## src/rtl/fsm_mon_pkg.sv

```systemverilog
// Shared types for the sequencer monitor: phase codes, monitor states and the
// legal-advance helper used by the transition checker.
package fsm_mon_pkg;

    typedef enum logic [1:0] {
        S0     = 2'd0,
        S1     = 2'd1,
        S2     = 2'd2,
        PH_ILL = 2'd3
    } phase_t;

    typedef enum logic [1:0] {
        IDLE  = 2'd0,
        SYNC  = 2'd1,
        TRACK = 2'd2,
        FAULT = 2'd3
    } mon_state_t;

    // The only legal successor of each phase; S2 wraps back to S0.
    function automatic phase_t next_phase(input phase_t ph);
        case (ph)
            S0:      return S1;
            S1:      return S2;
            default: return S0;
        endcase
    endfunction

endpackage

```

## src/rtl/fsm_sat_counter.sv

```systemverilog
// Up-counter that sticks at all-ones instead of wrapping; clear beats increment.
module fsm_sat_counter #(
    parameter int W = 8
) (
    input  logic         clk,
    input  logic         rst_n,
    input  logic         inc_i,
    input  logic         clr_i,
    output logic [W-1:0] cnt_o
);

    localparam logic [W-1:0] CNT_MAX = '1;

    logic [W-1:0] cnt_q;

    // NOTE: sequential state is always written with <= so every flop samples pre-edge values.
    always_ff @(posedge clk) begin
        if (!rst_n) begin
            cnt_q <= '0;
        end else if (clr_i) begin
            cnt_q <= '0;
        end else if (inc_i && (cnt_q != CNT_MAX)) begin
            cnt_q <= cnt_q + W'(1);
        end
    end

    assign cnt_o = cnt_q;

endmodule

```

## src/rtl/fsm_seq_monitor.sv

```systemverilog
// Runtime checker for the 3-phase sequencer: flags illegal codes, illegal
// transitions and stalls, counts errors (saturating) and completed loops.
module fsm_seq_monitor
    import fsm_mon_pkg::*;
#(
    parameter int ERR_CNT_W  = 8,
    parameter int WRAP_CNT_W = 16,
    parameter int ALLOW_HOLD = 0,
    parameter int STALL_MAX  = 8
) (
    input  logic                  clk,
    input  logic                  rst_n,
    input  logic [1:0]            phase_in,
    input  logic                  valid_in,
    input  logic                  clr_err,
    output logic                  illegal_code,
    output logic                  illegal_trans,
    output logic                  stall_err,
    output logic                  err_pulse,
    output logic [ERR_CNT_W-1:0]  err_cnt,
    output logic [WRAP_CNT_W-1:0] wrap_cnt,
    output logic [1:0]            mon_state
);

    localparam logic [1:0] ST_IDLE  = IDLE;
    localparam logic [1:0] ST_SYNC  = SYNC;
    localparam logic [1:0] ST_TRACK = TRACK;
    localparam logic [1:0] ST_FAULT = FAULT;

    localparam int              HOLD_W    = $clog2(STALL_MAX + 1);
    localparam logic [HOLD_W-1:0] HOLD_LAST = HOLD_W'(STALL_MAX - 1);

    logic [1:0]            state_q, state_d;
    phase_t                prev_q, prev_d;
    logic [HOLD_W-1:0]     hold_q, hold_d;
    logic                  code_q, trans_q, stall_q, pulse_q;
    logic [WRAP_CNT_W-1:0] wrap_q;

    phase_t ph;
    logic   ev_code, ev_trans, ev_stall, wrap_inc, err_any, clr_eff;

    assign ph      = phase_t'(phase_in);
    assign clr_eff = valid_in & clr_err;

    // NOTE: every always_comb output gets a default first so no path infers a latch.
    always_comb begin
        state_d  = state_q;
        prev_d   = prev_q;
        hold_d   = hold_q;
        ev_code  = 1'b0;
        ev_trans = 1'b0;
        ev_stall = 1'b0;
        wrap_inc = 1'b0;

        case (state_q)
            ST_IDLE: state_d = ST_SYNC;
            ST_SYNC: begin
                if (ph == S0) begin
                    state_d = ST_TRACK;
                    prev_d  = S0;
                    hold_d  = '0;
                end else if (ph == PH_ILL) begin
                    ev_code = 1'b1;
                    state_d = ST_FAULT;
                end
            end
            ST_TRACK: begin
                if (ph == PH_ILL) begin
                    ev_code = 1'b1;
                    state_d = ST_FAULT;
                end else if (ph == next_phase(prev_q)) begin
                    prev_d   = ph;
                    hold_d   = '0;
                    wrap_inc = (prev_q == S2);
                end else if ((ph == prev_q) && (ALLOW_HOLD != 0)) begin
                    if (hold_q == HOLD_LAST) begin
                        ev_stall = 1'b1;
                        state_d  = ST_FAULT;
                    end else begin
                        hold_d = hold_q + HOLD_W'(1);
                    end
                end else begin
                    ev_trans = 1'b1;
                    state_d  = ST_FAULT;
                end
            end
            default: ;
        endcase

        // Override order: dropping valid outranks a clear, which outranks any error.
        if (clr_eff || !valid_in) begin
            ev_code  = 1'b0;
            ev_trans = 1'b0;
            ev_stall = 1'b0;
            wrap_inc = 1'b0;
            state_d  = valid_in ? ST_SYNC : ST_IDLE;
        end
    end

    assign err_any = ev_code | ev_trans | ev_stall;

    always_ff @(posedge clk) begin
        if (!rst_n) begin
            state_q <= ST_IDLE;
            prev_q  <= S0;
            hold_q  <= '0;
            code_q  <= 1'b0;
            trans_q <= 1'b0;
            stall_q <= 1'b0;
            pulse_q <= 1'b0;
            wrap_q  <= '0;
        end else begin
            state_q <= state_d;
            prev_q  <= prev_d;
            hold_q  <= hold_d;
            pulse_q <= err_any;
            if (clr_eff) begin
                code_q  <= 1'b0;
                trans_q <= 1'b0;
                stall_q <= 1'b0;
                wrap_q  <= '0;
            end else begin
                if (ev_code)  code_q  <= 1'b1;
                if (ev_trans) trans_q <= 1'b1;
                if (ev_stall) stall_q <= 1'b1;
                if (wrap_inc) wrap_q  <= wrap_q + WRAP_CNT_W'(1);
            end
        end
    end

    fsm_sat_counter #(.W(ERR_CNT_W)) u_err_cnt (
        .clk   (clk),
        .rst_n (rst_n),
        .inc_i (err_any),
        .clr_i (clr_eff),
        .cnt_o (err_cnt)
    );

    assign illegal_code  = code_q;
    assign illegal_trans = trans_q;
    assign stall_err     = stall_q;
    assign err_pulse     = pulse_q;
    assign wrap_cnt      = wrap_q;
    assign mon_state     = state_q;

endmodule

```

## config.mk

```make
export PLATFORM = sky130hd
export DESIGN_NAME = fsm_seq_monitor
export DESIGN_NICKNAME = d
export VERILOG_FILES = /design/src/rtl/fsm_mon_pkg.sv /design/src/rtl/fsm_sat_counter.sv /design/src/rtl/fsm_seq_monitor.sv
export SDC_FILE = /design/constraint.sdc
export NUM_CORES = 1
export LEC_CHECK = 0
export CORE_ASPECT_RATIO = 1.75
export CORE_MARGIN = 1.5
export CORE_UTILIZATION = 46
export DETAILED_ROUTE_END_ITERATION = 12
export HOLD_SLACK_MARGIN = 0.15
export PLACE_DENSITY = 0.87
export SLEW_MARGIN = 15
export SYNTH_ARGS = -nofsm -noshare
export SYNTH_HDL_FRONTEND = slang
export SYNTH_SLANG_ARGS = --single-unit
```

## constraint.sdc

```tcl
create_clock -name clk -period 1.8 [get_ports clk]
set_input_delay 0.18 -clock clk [delete_from_list [all_inputs] [get_ports clk]]
set_output_delay 0.18 -clock clk [all_outputs]
set_load 0.03 [all_outputs]
```

==> results.cfg <==
[status]
status = finished clean

[worst_setup_path]
crit_slowest_cell = or4bb_4
path_cells = buf_4 > or4bb_4 > nand4_1 > buf_4 > clkbuf_16 > a21oi_4 > mux2i_1
slowest_delay_ps = 520
startpoint_type = flip-flop
cp-end-kind = flip-flop
worstPathArrival_ps = 1910
path_max_fanout = 7
worst-setup-path-type = reg -> reg
required_ps = 1970
crit_buf_inv = 3
worst_path_most_repeated_cell = buf_4
crit_family = simple AND/OR/NAND/NOR gates

[floorplanning]
die_y_um = 84.37
rows = 29
die_x_um = 49.50
initial_utilization_pct = 47.97
top_level_ports = 36
core_area_mm2 = 0.003628
dieArea_mm2 = 0.004176

[logic_synthesis]
ys_types = 41
synth-seq-cells = 31
synth_edf_count = 0
synthCells = 206
synth_common_cells = dfxtp_1, a21oi_1, nand2_1, o21ai_0
synth_nets = 219
async_flop_share_pct = 0
syn_avg_cell_area_um2 = 8.449
netlist.area_leader.share_pct = 35.66
ys_seq_area_share_pct = 35.66
yosys.area.top_type = dfxtp_1
syn_area_mm2 = 0.001740
synth_warnings = 0
synth_ff_type = dfxtp_1
yosysMostFrequentCell = dfxtp_1
synth.area.top_cells = dfxtp_1, a21oi_1, ha_1

[sta]
drv_slew = 0
hold_ws_ps = 395.8
hold_viol = 0
max_freq_ghz = 0.5748
rsz0062_at_grt = true
finalWorstPathRequiredPeriod_ps = 1740
fin_tns_setup_ps = 0
fin_crit_sh_pct = 96.65
setup_ws_ps = 60.30
clock_skew_ps = 2.120
setup_violations = 0

[placed_design]
place_ws_ps = -326.9
place_inst = 301
hpwl_mm = 3.053
port_buffers = 34
gp_congestion = 0.8794

[global_route]
grt_pass1_vias = 1659
antenna_found_initial = 0
grt_max_degree = 16
grt_pass1_wl_mm = 6.803
grt-ovfl-total = 0
grt.total_usage_pct = 20.60

[finish]
n_antenna_cell = 0
seqCellArea_um2 = 628.1
fill_cells = 283
area_growth_pct = 42.42
drive_gt1_share_pct = 19.70
multi_input_area_mm2 = 0.001087
fin_nets = 277
stdcell_count = 310

[clocking]
root_buffer = clkbuf_8
cts_max_path_buffers = 2
cts.htree.levels = 2
cts_tree = done
clk_latency_ps = 280
cts_made_buffers = 5
clk_pin_slew_worst_paths_ps = 60
cts.sinks = 31

[route]
first_pass_iters = 5
via_count = 1770
wl_mm = 4.335
drt-initial-drc-count = 48
drtAntennaViolNets = 0
drc_errors = 0
viasPerCell = 5.710
wl_per_cell_um = 13.98

[pwr]
irDropWorstVdd_mv = 0.5643
power_density_mw_per_mm2 = 551.6
power_mw = 1.367
p_leak_nw = 0.8813

[hold_path]
hold_path.class = in -> reg

[run]
drv_cap = 0
## cells by family after synthesis
family | synth area share (%)
AO/OA/AOI/OAI | 16.82
adder cells (fa/ha/maj) | 5.032
buffers and inverters | 5.823
multiplexers | 3.451
flip-flops | 35.66
other | 0.2155
XOR/XNOR | 3.019
AND/OR/NAND/NOR | 29.98
## layout make-up
type                            instances  area share (%)
Clock buffer                            6           3.332
Inverter                               11           1.767
Timing Repair Buffer                   60           23.17
Clock inverter                          1          0.2019
Tap cell                               46           2.322
Sequential cell                        31           25.34
Multi-Input combinational cell        155           43.87
## layout by cell type (no fill, tap or decap), types with 4 or more instances in the layout
cell type         n
nand2b_1          7
nand4_1           9
or3_1             6
inv_1            10
a21oi_1          18
ha_1              5
o21ai_0          15
mux2i_1           6
and3_1            4
nor2_1            9
clkdlybuf4s50_1  32
clkbuf_8          6
nand2_1          19
dfxtp_1          29
xor2_1            5
buf_4            23
nand3_1          11
## registers in the layout (all words and copies together), names as in the netlist
signal,flops
err_pulse,1
illegal_code,1
illegal_trans,1
mon_state,2
prev_q,2
u_err_cnt.cnt_o,8
wrap_cnt,16
## timing repair
action | CTS | global route
buffers inserted | 0 | 1
hold buffers | 0 | 0
setup endpoints to repair | 2 | 13
pin swaps | 0 | 9
gates cloned | 0 | 1
gates resized for setup | 1 | 14
## worst min-delay path, cell delays in order
cell            delay, ps
dlymetal6s2s_1        120
buf_4                 190
nand4_1                80
o21ai_0                70
## power breakdown
group / internal [mW] / switching (mW)
Clock: 0.300 / 0.257
Sequential: 0.687 / 0.00371
Combinational: 0.0518 / 0.0675
## per-layer routing
layer  vias up  track usage [%]  wire [um]
met2        54            38.45       2416
met3         8            5.694        173
met5         -                0          0
li1        868                -          -
met1       840            19.71       1665
met4         0            11.11         80
## worst paths after layout
| check | from | slack [ps] | depth (start not counted) | endpoint |
|---|---|---|---|---|
| max | prev_q[1] | 60 | 7 | u_err_cnt.cnt_o[3] |
| min | phase_in[0] | 400 | 4 | prev_q[0] |
| max reg2reg | prev_q[1] | 60 | 7 | u_err_cnt.cnt_o[3] |
| min reg2reg | illegal_trans | 450 | 2 | illegal_trans |
## through the flow
stage               util [%]  instance area (um^2)
detailed placement     63.38                  2300
CTS                    65.86                  2390
finish                 68.31                  2479
global route           68.31                  2479
floorplan                  -                  1777
global placement       63.38                  2300
Note: power is estimated with default switching activity, not from simulation.
